===== src/rtl/enable_counter.sv =====
// Free-running up-counter with clock enable, terminal-count decode and wrap pulse.
// Either wraps to zero or saturates at MAX_VALUE, depending on SATURATE.
module enable_counter #(
  parameter int unsigned     WIDTH     = 8,
  parameter longint unsigned MAX_VALUE = (64'd1 << WIDTH) - 64'd1,
  parameter bit              SATURATE  = 1'b0
) (
  input  logic             clk,
  input  logic             reset,
  input  logic             enable,
  output logic [WIDTH-1:0] count,
  output logic             tc,
  output logic             wrap
);

  if (WIDTH < 1 || WIDTH > 32) begin : g_bad_width
    $error("enable_counter: WIDTH=%0d outside 1..32", WIDTH);
  end
  if (MAX_VALUE >= (64'd1 << WIDTH)) begin : g_bad_max
    $error("enable_counter: MAX_VALUE=%0d does not fit in WIDTH=%0d", MAX_VALUE, WIDTH);
  end

  localparam logic [WIDTH-1:0] MAX_C = WIDTH'(MAX_VALUE);

  logic             at_max;
  logic             in_range;
  logic [WIDTH-1:0] count_nxt;
  logic             wrap_nxt;

  assign at_max = (count == MAX_C);
  assign tc     = at_max;

  // With an all-ones terminal value every count is in range; skip the compare.
  if (MAX_C == '1) begin : g_full_range
    assign in_range = 1'b1;
  end else begin : g_part_range
    assign in_range = (count <= MAX_C);
  end

  always_comb begin
    count_nxt = count;
    wrap_nxt  = 1'b0;
    if (enable) begin
      if (at_max) begin
        if (!SATURATE) begin
          count_nxt = '0;
          wrap_nxt  = 1'b1;
        end
      end else if (in_range) begin
        count_nxt = count + WIDTH'(1);
      end else begin
        count_nxt = '0;
      end
    end
  end

  always_ff @(posedge clk) begin
    if (reset) begin
      count <= '0;
      wrap  <= 1'b0;
    end else begin
      count <= count_nxt;
      wrap  <= wrap_nxt;
    end
  end

endmodule


===== config.mk =====
export PLATFORM = sky130hd
export DESIGN_NAME = enable_counter
export DESIGN_NICKNAME = d
export VERILOG_FILES = /design/src/rtl/enable_counter.sv
export SDC_FILE = /design/constraint.sdc
export NUM_CORES = 1
export LEC_CHECK = 0
export CAP_MARGIN = 10
export CELL_PAD_IN_SITES_DETAIL_PLACEMENT = 0
export CELL_PAD_IN_SITES_GLOBAL_PLACEMENT = 2
export CORE_UTILIZATION = 21
export DETAILED_ROUTE_END_ITERATION = 16
export PLACE_DENSITY_LB_ADDON = 0.1
export SETUP_SLACK_MARGIN = 0.3
export SLEW_MARGIN = 20
export SYNTH_ARGS = -nofsm -noshare
export SYNTH_HDL_FRONTEND = slang
export SYNTH_SLANG_ARGS = --single-unit

===== constraint.sdc =====
create_clock -name clk -period 1.2 [get_ports clk]
set_input_delay 0.24 -clock clk [delete_from_list [all_inputs] [get_ports clk]]
set_output_delay 0.24 -clock clk [all_outputs]
set_load 0.1 [all_outputs]

# Yosys cells after proc, flatten, opt, wreduce, memory -nomap -nowiden
# Cells that the tools add are included.
# op_classes
muxes	2
reduce_logical	1
bitwise	1
n_addsub	1
n_eq_ne	1
# op_table
operator	n
$add A8 B1 Y8 const B	1
$eq A8 B8 Y1 const B	1
$mux W8	1
$reduce_or A2 Y1	1
$mux W1	1
$not A1 Y1	1
# totals
output_inout_bits	10
ff_bits	9
word_cells	8

# Depth between registers and ports, before layout
# logic_depth
word_depth	2
ltp_mapped	4

# Worst setup path after synthesis
# OpenSTA, ideal clock, no wires.
# synth_timing
path_type	reg2reg
start	reg count[0]
end	reg count[0]
path_slack_ns	-1.831
period_less_slack_ns	3.031
t_required_ns	1.002
setup_time_ns	0.198
stages_incl_launch_ff	5
arrival_ns	2.833
path_cell_list	dfxtp_1 > ha_1 > nand3_1 > nor2_1 > o22ai_1
# synth_via
elab_chain_cells	2
word_cells_on_any_way	3
classes_between	add/sub (1); eq/ne (1); mux (1)
# synth_lines
item	line_no	text
from (decl)	11	output logic [WIDTH-1:0] count,
from (signal assigned)	62	count <= count_nxt;
$eq A8 B8 Y1	30	assign at_max = (count == MAX_C);
via tc	12	output logic tc,
$mux W8	44	if (at_max) begin
# The timed path passes the listed nets, and every way through them passes these cells.
# A chain may end at the register's enable or synchronous reset.

# Worst setup path after layout
# layout_timing
start	reg count[0]
end	out tc
# layout_via
elab_chain_cells	1
# layout_lines
item	line_no
$eq A8 B8 Y1	30
to (decl)	12
# Every way passes these cells.

==> impl_metrics.py <==
metrics = {
    "run_status": {
        "outcome": "finished, violations left",
        "violations": "setup timing",
    },
    "floorplanning": {
        "dieArea_mm2": 0.002091,
        "die_w_um": 45.73,
        "start_util_pct": 22.77,
        "fp.dieH_um": 45.73,
        "num_rows": 15,
        "core-area_mm2": 0.001764,
        "io_pins": 13,
    },
    "clock_network": {
        "cts_tree": "done",
        "clock-sinks": 9,
        "clock_latency_ns": 0.26,
        "cts_buffer_depth": 2,
        "cts_made_buffers": 3,
        "cts_max_level": 1,
        "clock-root-buffer": "clkbuf_4",
        "cts.clk_slew.worst_paths_ns": 0.06,
    },
    "job": {
        "drv_cap": 0,
    },
    "detailed_routing": {
        "antenna_left": 0,
        "wl_per_cell_um": 12.43,
        "vias": 509,
        "drc": 0,
        "drt_iter0_markers": 7,
        "dr.pass1.iters": 4,
        "wirelength_mm": 1.367,
        "viasPerCell": 4.627,
    },
    "setup_path": {
        "arrival_ns": 1.18,
        "cp.required_ns": 0.96,
        "startpoint_type": "flip-flop",
        "critPathMaxFanout": 3,
        "cp-end-kind": "output pin",
        "criticalPathCategory": "reg -> out",
    },
    "timing": {
        "timing.final.crit_share_pct": 118.4,
        "setup_tns_ns": -0.7880,
        "clock.fmax_ghz": 0.7040,
        "tightest_slew_ns": 0.1937,
        "rsz0062_at_grt": "yes",
        "fin_ws_ns": -0.2205,
        "setup_violations": 8,
        "min_period_ns": 1.420,
        "slew_headroom_pct": 87.05,
        "hold_viol": 0,
        "finClkSkew_ns": 0.009960,
        "final-max-slew-violation-count": 0,
    },
    "global_route": {
        "grt_pass1_vias": 471,
        "grt_pass1_wl_mm": 2.070,
        "grtUsageTotal_pct": 14.26,
        "grt_max_degree": 9,
        "antenna_found_initial": 0,
        "gr-total-overflow": 0,
    },
    "yosys": {
        "ys_types": 21,
        "ys_ff_latch": 9,
        "yosysSeqAreaShare_pct": 44.86,
        "synth_warnings": 0,
        "syn-num-nets": 49,
        "synth_area_um2": 401.6,
        "synthCells": 45,
        "syn_avg_cell_area_um2": 8.925,
    },
    "min_path": {
        "hold_class": "in -> reg",
    },
    "final_layout": {
        "drive_above_1_share_pct": 64.71,
        "antenna_cells": 0,
        "final_area_um2": 998.5,
        "layoutNonFillerInstCount": 110,
        "fin_nets": 90,
        "syn_to_final_growth_pct": 148.6,
    },
    "place": {
        "hpwl_um": 799.9,
        "place_ws_ns": -0.3756,
        "placed_area_um2": 765.7,
        "place_congestion": 0.7772,
        "placed_cells": 89,
        "io_buffers": 12,
    },
    "pwr": {
        "power_density_mw_per_mm2": 749.3,
        "power_leakage_uw": 0.0003876,
        "ir_worst_vdd_mv": 0.4877,
    },
}
[synthesized netlist by cell type]
cell type / instances / area, um2
nor2_1: 5 / 18.77
nand3_2: 1 / 10.01
nor4b_1: 1 / 8.760
nand2b_1: 1 / 6.260
or4_1: 1 / 7.510
or3b_2: 1 / 8.760
nand2_1: 4 / 15.01
ha_1: 1 / 12.51
nand3_1: 3 / 15.01
o21ai_0: 2 / 10.01
xor2_1: 3 / 26.28
or3_1: 2 / 12.51
dfxtp_1: 9 / 180.2
o211ai_1: 1 / 7.510
a31oi_1: 1 / 6.260
a21oi_1: 2 / 10.01
o21bai_1: 1 / 7.510
o22ai_1: 1 / 6.260
mux2i_1: 1 / 10.01
clkbuf_1: 1 / 3.750
nand4_1: 3 / 18.77
[report_power, final]
part | internal, uW | total (uW) | switching [uW]
combinational | 98.1 | 212 | 114
sequential | 297 | 306 | 9.47
clock | 128 | 230 | 102
[layer usage]
metal	vias to the layer above	wire length, um	global-route usage (%)
met2	12	708	22.00
met5	-	0	0
li1	252	-	-
met3	2	58	7.540
met4	0	8	3.529
met1	243	591	17.43
[through the flow]
stage / total power [uW] / hold slack [ns] / utilization [%]
global route: 785.3 / 0.5606 / 56.60
detailed placement: 483.7 / 0.5172 / 43.40
finish: 748.1 / 0.5107 / 56.60
global placement: 480.4 / 0.5138 / 43.40
floorplan: 409.8 / 0.3903 / -
CTS: 743.8 / 0.5023 / 51.99
[flip-flops by register name (all words and copies together) (netlist names)]
register  count
wrap          1
count         8
[cells by family after synthesis]
kind of cell	count (synthesis)	share of synthesized area, %
buf+inv	1	0.9337
fa+ha+maj	1	3.115
simple gates	22	30.22
xor+xnor	3	6.543
flops	9	44.86
mux	1	2.492
compound gates	8	11.84
[worst max-delay path, stage by stage, from the launching register on]
cell     delay (ns)
dfxtp_4        0.36
ha_4           0.15
nand3_4        0.07
nor2_4         0.14
buf_12         0.19
[area by class of cell]
type,instances,area (um2)
fillers,167,765.7
repair buffers,37,451.7
well taps,25,31.28
clock buffers,4,26.28
multi-input cells,35,277.8
flip-flops and latches,9,211.5
[cells in the final DEF (no fill, tap or decap)]
master	n
clkbuf_1	1
nor2_1	4
dfxtp_2	1
ha_4	1
clkbuf_4	3
xor2_1	3
dlygate4sd2_1	1
a21oi_2	1
o21ai_1	1
buf_12	10
nor2_4	1
dfxtp_4	8
or4_1	1
nor4b_4	1
nand3_4	1
o22ai_2	1
o21ai_0	1
nand3_1	2
a21oi_1	1
nand4_1	3
a31oi_1	1
buf_6	12
mux2i_1	1
o211ai_1	1
clkdlybuf4s50_1	1
or3_1	2
nand2b_1	1
o21bai_1	1
buf_4	13
nand2_1	4
or3b_4	1
nand3_2	1
[timing repair]
| item | 4_1_cts | 5_1_grt |
|---|---|---|
| buffers inserted | 12 | 5 |
| hold buffers | 0 | 0 |
| gates cloned | 0 | 0 |
| pin swaps | 7 | 6 |
| gates resized for setup | 10 | 10 |
| setup endpoints to repair | 19 | 19 |
[worst paths after layout]
kind                            startpoint       end  slack, ns  depth (start not counted)
worst max-delay path              count[0]        tc      -0.22                          4
worst min-delay path                enable  count[2]       0.51                          4
worst max register to register    count[0]  count[7]      -0.14                          5
worst min register to register    count[5]      wrap       0.63                          3
Power figures use the tool's default switching activity.
